## src/rtl/mul_pkg.sv

```systemverilog
// Shared definitions for the shift-and-add multiplier controller.
package mul_pkg;

  // Operand width, which is also the number of add/shift iterations.
  localparam int DATA_WIDTH = 8;

  // Iteration counter width, derived from DATA_WIDTH.
  localparam int CNT_WIDTH = $clog2(DATA_WIDTH) + 1;

  // Controller states; the encodings are fixed so external tools can decode them.
  typedef enum logic [2:0] {
    IDLE   = 3'd0,
    LOAD_A = 3'd1,
    LOAD_B = 3'd2,
    ITER   = 3'd3,
    DONE   = 3'd4
  } state_t;

endpackage

```

## src/rtl/mul_bit_counter.sv

```systemverilog
// Iteration counter: counts enabled cycles, saturates at DATA_WIDTH-1.
module mul_bit_counter
  import mul_pkg::*;
#(
  parameter int DW = DATA_WIDTH
) (
  input  logic i_clk,
  input  logic i_rst,
  input  logic clr,
  input  logic en,
  output logic terminal
);

  localparam int CW = $clog2(DW) + 1;
  localparam logic [CW-1:0] LAST = CW'(DW - 1);

  logic [CW-1:0] cnt;

  // Counter register: sync reset/clear, advance when enabled, hold at the last step.
  always_ff @(posedge i_clk) begin
    // NOTE: non-blocking assignments on every clocked register so all flops update together at the edge.
    if (i_rst || clr) begin
      cnt <= '0;
    end else if (en && (cnt != LAST)) begin
      cnt <= cnt + 1'b1;
    end
  end

  assign terminal = (cnt == LAST);

endmodule

```

## src/rtl/mul_ctrl_fsm.sv

```systemverilog
// Sequencing controller for the 8-bit shift-and-add multiplier datapath.
module mul_ctrl_fsm
  import mul_pkg::*;
#(
  parameter int DW = DATA_WIDTH
) (
  input  logic i_clk,
  input  logic i_rst,
  input  logic start,
  input  logic A_out,
  output logic ready,
  output logic busy,
  output logic load_A,
  output logic load_B,
  output logic clr_ACC_reg,
  output logic load_ACC,
  output logic sel_SUM,
  output logic shift_A_reg,
  output logic done
);

  state_t state;
  state_t state_next;
  logic   cnt_terminal;

  // Iteration counter: cleared while loading B, advanced once per ITER cycle.
  mul_bit_counter #(
    .DW(DW)
  ) u_cnt (
    .i_clk   (i_clk),
    .i_rst   (i_rst),
    .clr     (state == LOAD_B),
    .en      (state == ITER),
    .terminal(cnt_terminal)
  );

  // State register with synchronous reset that aborts any operation in flight.
  always_ff @(posedge i_clk) begin
    if (i_rst) begin
      state <= IDLE;
    end else begin
      state <= state_next;
    end
  end

  // Next-state logic and Moore output decode; sel_SUM follows A_out during ITER.
  always_comb begin
    // NOTE: every output gets a default first so no path through the case infers a latch.
    state_next  = state;
    ready       = 1'b0;
    busy        = 1'b1;
    load_A      = 1'b0;
    load_B      = 1'b0;
    clr_ACC_reg = 1'b0;
    load_ACC    = 1'b0;
    sel_SUM     = 1'b0;
    shift_A_reg = 1'b0;
    done        = 1'b0;

    unique case (state)
      IDLE: begin
        ready = 1'b1;
        busy  = 1'b0;
        if (start) begin
          state_next = LOAD_A;
        end
      end
      LOAD_A: begin
        load_A      = 1'b1;
        clr_ACC_reg = 1'b1;
        state_next  = LOAD_B;
      end
      LOAD_B: begin
        load_B     = 1'b1;
        state_next = ITER;
      end
      ITER: begin
        load_ACC    = 1'b1;
        shift_A_reg = 1'b1;
        sel_SUM     = A_out;
        if (cnt_terminal) begin
          state_next = DONE;
        end
      end
      DONE: begin
        done       = 1'b1;
        state_next = IDLE;
      end
      default: begin
        state_next = IDLE;
      end
    endcase
  end

endmodule

```

## config.mk

```make
export PLATFORM = sky130hd
export DESIGN_NAME = mul_ctrl_fsm
export DESIGN_NICKNAME = d
export VERILOG_FILES = /design/src/rtl/mul_pkg.sv /design/src/rtl/mul_bit_counter.sv /design/src/rtl/mul_ctrl_fsm.sv
export SDC_FILE = /design/constraint.sdc
export NUM_CORES = 1
export LEC_CHECK = 0
export ABC_AREA = 1
export CORE_AREA = 2 2 39 41
export DETAILED_ROUTE_END_ITERATION = 12
export DIE_AREA = 0 0 41 43
export HOLD_SLACK_MARGIN = 0.03
export SYNTH_ARGS = -nofsm -noshare
export SYNTH_HDL_FRONTEND = slang
export SYNTH_SLANG_ARGS = --single-unit
export TNS_END_PERCENT = 10
```

## constraint.sdc

```tcl
create_clock -name i_clk -period 1.15 [get_ports i_clk]
set_clock_uncertainty 0.1 [all_clocks]
set_input_delay 0.1725 -clock i_clk [delete_from_list [all_inputs] [get_ports i_clk]]
set_output_delay 0.1725 -clock i_clk [all_outputs]
set_load 0.01 [all_outputs]
```

==> flow_summary.json <==
{
  "status": "finished, violations left",
  "failed_checks": "negative setup slack",
  "synth.top_cells.by_count": "nand2_1 (15), inv_1 (11), dfxtp_1 (7), nand3_1 (5), a21oi_1 (4)",
  "fin_crit_sh": 1.15,
  "timing.fmax_mhz": 756,
  "whs_ns": 0.379,
  "overflow": 0,
  "cpLargestDelayFamily": "flip-flops",
  "min_path_type": "flip-flop to flip-flop",
  "min_period_ns": 1.32,
  "dpl.cell_count": 95,
  "n_fill_cell": 143,
  "synth_most_common_cell": "nand2_1",
  "slew_viol_final": 0,
  "ir_drop_mv": 0.418,
  "ant_nets": 0,
  "grt_pass1_wl_um": 1540,
  "syn_nets": 63,
  "drt_iter0_drc": 9,
  "synth_compound_area_frac": 0.0669,
  "layout-drive-gt1-share": 0.536,
  "synth_fa_ha_area_frac": 0.0318,
  "rows": 14,
  "reg2reg_depth": 7,
  "die_w_um": 41,
  "synth.avg_cell_area_um2": 6.77,
  "core_um2": 1380,
  "via_count": 440,
  "r2r-start": "state[2]$_SDFFE_PP0P_",
  "holdPathStages": 2,
  "root_buffer": "clkbuf_4",
  "ys_seq_elements": 7,
  "wirelength_um": 937,
  "grt_pass1_vias": 410,
  "routedWlPerCell_um": 9.37,
  "synth.largest_area_cell": "dfxtp_1",
  "synth-simple-area-share": 0.392,
  "die_h_um": 43,
  "cp.required_ns": 0.88,
  "die_area_um2": 1760,
  "insertion_delay_ns": 0.26,
  "synth_ff_type": "dfxtp_1",
  "crit_type": "flip-flop to output pin",
  "dr.pass1.iters": 4,
  "mappedNetlistArea_um2": 393,
  "synth_warnings": 0,
  "yosysSeqAreaShare": 0.357,
  "setup_viol": 11,
  "powerDensity_nw_per_um2": 1140,
  "antenna_found_initial": 0,
  "synth_edf_count": 0,
  "portBuffers": 12,
  "gp_congestion": 0.757,
  "ctsHoldBuffers": 0,
  "cp-end-kind": "output pin",
  "leakagePower_nw": 0.322,
  "fin_ws_ns": -0.172,
  "fin_cells": 100,
  "critPathBufInv": 3,
  "numClockSinks": 7,
  "slew_headroom": 0.872,
  "synthArstFlopShare": 0,
  "hold_start": "u_cnt.cnt[3]$_SDFFE_PP0P_",
  "worstPathMaxFanout": 4,
  "place_ws_ns": -0.477,
  "crit_chain": "nor2_4, inv_2, nor2_4, inv_1, buf_2",
  "cp_slowest_stage_delay_ns": 0.36,
  "initial_core_util": 0.284,
  "path_clk_slew_ns": 0.06,
  "syn_inst": 58,
  "grt_max_degree": 9,
  "drv_cap": 0,
  "cp-start-kind": "flip-flop",
  "worst_pin_slew_ns": 0.192,
  "syn2layout_area_growth_pct": 75.5,
  "crit_top_cell": "nor2_4",
  "synth_top_family_by_area": "simple AND/OR/NAND/NOR gates",
  "pin_count": 13,
  "cts_tree": "done",
  "synth_top_cell_area_share": 0.357,
  "final_hold_viol_count": 0,
  "htree_levels": 1,
  "crit_cells": 5,
  "cts_made_buffers": 3,
  "grt_usage": 0.134,
  "synth-xor-area-share": 0,
  "via_per_inst": 4.40,
  "synthMuxAreaShare": 0,
  "hpwl_um": 698,
  "drc": 0,
  "clock_path_buffers": 2,
  "ys_top_cells_by_area": "dfxtp_1 (36%), nand2_1 (14%), inv_1 (11%)",
  "grt_setup_unrepaired": "true",
  "slowest_stage": "dfxtp_4",
  "arrival_ns": 1.05,
  "setup.worst_path.start": "state[0]$_SDFFE_PP0P_",
  "antenna_cells": 0,
  "nets": 90,
  "ys_types": 18
}
## sequential cells by signal, summed over array words and instances, names as in the netlist
register	count
state	3
u_cnt.cnt	4
## stage by stage
step	power [W]	util	setup TNS [ns]	cell area, µm²
after floorplan	0.000392	-	0	404
after global placement	0.000531	0.442	-2.52	612
after detailed placement	0.000534	0.442	-2.69	612
after CTS	0.000774	0.467	-1.40	647
after global routing	0.000834	0.498	-1.67	689
final	0.000789	0.498	-0.897	689
## layout by cell type (no fill, tap or decap)
| master | count |
|---|---|
| a21oi_1 | 3 |
| a21oi_2 | 1 |
| a31oi_2 | 1 |
| and3_1 | 1 |
| buf_2 | 7 |
| buf_4 | 10 |
| buf_6 | 4 |
| clkbuf_1 | 1 |
| clkbuf_4 | 3 |
| clkdlybuf4s50_1 | 3 |
| dfxtp_1 | 2 |
| dfxtp_2 | 3 |
| dfxtp_4 | 2 |
| ha_4 | 1 |
| inv_1 | 7 |
| inv_2 | 5 |
| nand2_1 | 15 |
| nand2_2 | 1 |
| nand2_8 | 1 |
| nand3_1 | 3 |
| nand3_2 | 1 |
| nand3_4 | 1 |
| nand3b_1 | 1 |
| nand4_1 | 1 |
| nor2_1 | 1 |
| nor2_4 | 3 |
| nor3_1 | 1 |
| nor3b_2 | 1 |
## power breakdown
group / switching (W) / internal, W / total, W
sequential: 0.0000207 / 0.000260 / 0.000281
clock: 0.000102 / 0.000133 / 0.000235
combinational: 0.000129 / 0.000145 / 0.000274
total: 0.000251 / 0.000538 / 0.000789
## timing repair
action,4_1_cts,5_1_grt
resized for setup,46,14
endpoints found under the setup margin,14,16
endpoints found under the hold margin,0,0
pin swaps,3,7
setup buffers,1,0
## kinds of logic after synthesis
group / after synthesis
and+or+nand+nor: 31
buffers and inverters: 14
DFF: 7
AOI/OAI and AO/OA: 5
adders and majority gates: 1
## worst register-to-register path, stage by stage, from the launching register on
cell	delay [ns]
dfxtp_4	0.36
buf_4	0.14
nor2_4	0.09
buf_6	0.13
nand2_8	0.07
inv_2	0.06
nand2_1	0.04
a21oi_1	0.11
## final timing paths
path	endpoint	slack, ns
worst min-delay path	u_cnt.cnt[3]$_SDFFE_PP0P_	0.38
worst max register to register	u_cnt.cnt[1]$_SDFFE_PP0P_	-0.01
worst max-delay path	busy	-0.17
worst min register to register	u_cnt.cnt[3]$_SDFFE_PP0P_	0.38
## layout make-up
class | instances | area [µm²] | share of cell area
timing repair buffer | 24 | 185 | 0.269
clock buffer | 4 | 26.3 | 0.0381
sequential | 7 | 151 | 0.220
inverter | 12 | 45.0 | 0.0653
multi-input combinational | 37 | 262 | 0.379
tap | 16 | 20.0 | 0.0290
## per-layer routing
metal  vias up  wire (µm)  track usage
met1       194        374        0.156
met2         9        504        0.191
met4         0         16        0.120
met3         3         42       0.0314
met5         -          0            0
li1        234          -            -
(Power assumes the default switching activity.)
==> RTL edit: new RTL, same flow settings <==
The 5 states of `state_t` get a one-hot encoding in 5 bits.
--- a/src/rtl/mul_pkg.sv
+++ b/src/rtl/mul_pkg.sv
@@ -9,10 +9,10 @@
 
   // Controller states; the encodings are fixed so external tools can decode them.
-  typedef enum logic [2:0] {
-    IDLE   = 3'd0,
-    LOAD_A = 3'd1,
-    LOAD_B = 3'd2,
-    ITER   = 3'd3,
-    DONE   = 3'd4
+  typedef enum logic [4:0] {
+    IDLE   = 5'b00001,
+    LOAD_A = 5'b00010,
+    LOAD_B = 5'b00100,
+    ITER   = 5'b01000,
+    DONE   = 5'b10000
   } state_t;
 
Check against the original RTL: no difference found for any inputs over 10 cycles, from zero or initial values and one cycle with i_rst high; not proved beyond that.
==> RTL edit against the original RTL <==
The flow still finishes with violations (negative setup slack); area after synthesis up 29%; sequential power up 32%; routed wire length up 45%; cell area up 28%; power up 25%; cell count up 14%; sequential cell count up 2; die area unchanged; first-iteration DRC count unchanged; worst setup slack worse by 0.10 ns; register-to-register slack worse by 0.13 ns; largest cell class unchanged.
==> RTL edit: results <==
{
  "layout-drive-gt1-share": 0.6224,
  "grt_pass1_vias": 510,
  "synth_compound_area_frac": 0.06404,
  "cts_setup_buffers": 2,
  "pre_cts_ws_ns": -0.4213,
  "fill_cells": 126,
  "nMultiInputCombCells": 44,
  "status": "finished with violations",
  "r2r_slack_ns": -0.14,
  "vias": 555,
  "leakage_nw": 0.4261,
  "buffers": 28,
  "synth_cell_types": 20,
  "use_met2": 0.2625,
  "grt_max_degree": 7,
  "design_area_um2": 885.9,
  "cp_max_fo": 3,
  "seq_cell_count": 9,
  "fin_ws_ns": -0.2767,
  "wl_met1_um": 544,
  "violations": "negative setup slack",
  "grt_pass1_wl_um": 2021,
  "report.final.setup_viol": 17,
  "seq_area_um2": 193.9,
  "dpl_cell_area_um2": 743.2,
  "nNetsFinal": 104,
  "yosysMostFrequentCell": "inv_1",
  "inv_count": 13,
  "synth-adder-area-share": 0.02463,
  "clk_share": 0.02966
}
-- RTL edit: worst max-delay path by stage --
stage | startpoint | to | slack, ns
2_1_floorplan | u_cnt.cnt[0] | u_cnt.cnt[3] | -0.008
3_3_place_gp | state[0] | sel_SUM | -0.42
3_5_place_dp | state[0] | sel_SUM | -0.42
4_1_cts | state[1] | load_B | -0.26
5_1_grt | state[0] | sel_SUM | -0.34
6_report | state[0] | sel_SUM | -0.28
-- RTL edit: worst min-delay path: cells and delay by family, from the launching register on --
kind | cells | cell delay, ns
AND/OR/NAND/NOR | 1 | 0.07
AO/OA/AOI/OAI | 1 | 0.06
flip-flops | 1 | 0.33
-- RTL edit: report_power, final --
group / total [W] / internal (W) / switching (W)
clock: 0.000241 / 0.000134 / 0.000107
sequential: 0.000371 / 0.000337 / 0.0000339
combinational: 0.000379 / 0.000195 / 0.000184
total: 0.000991 / 0.000665 / 0.000325
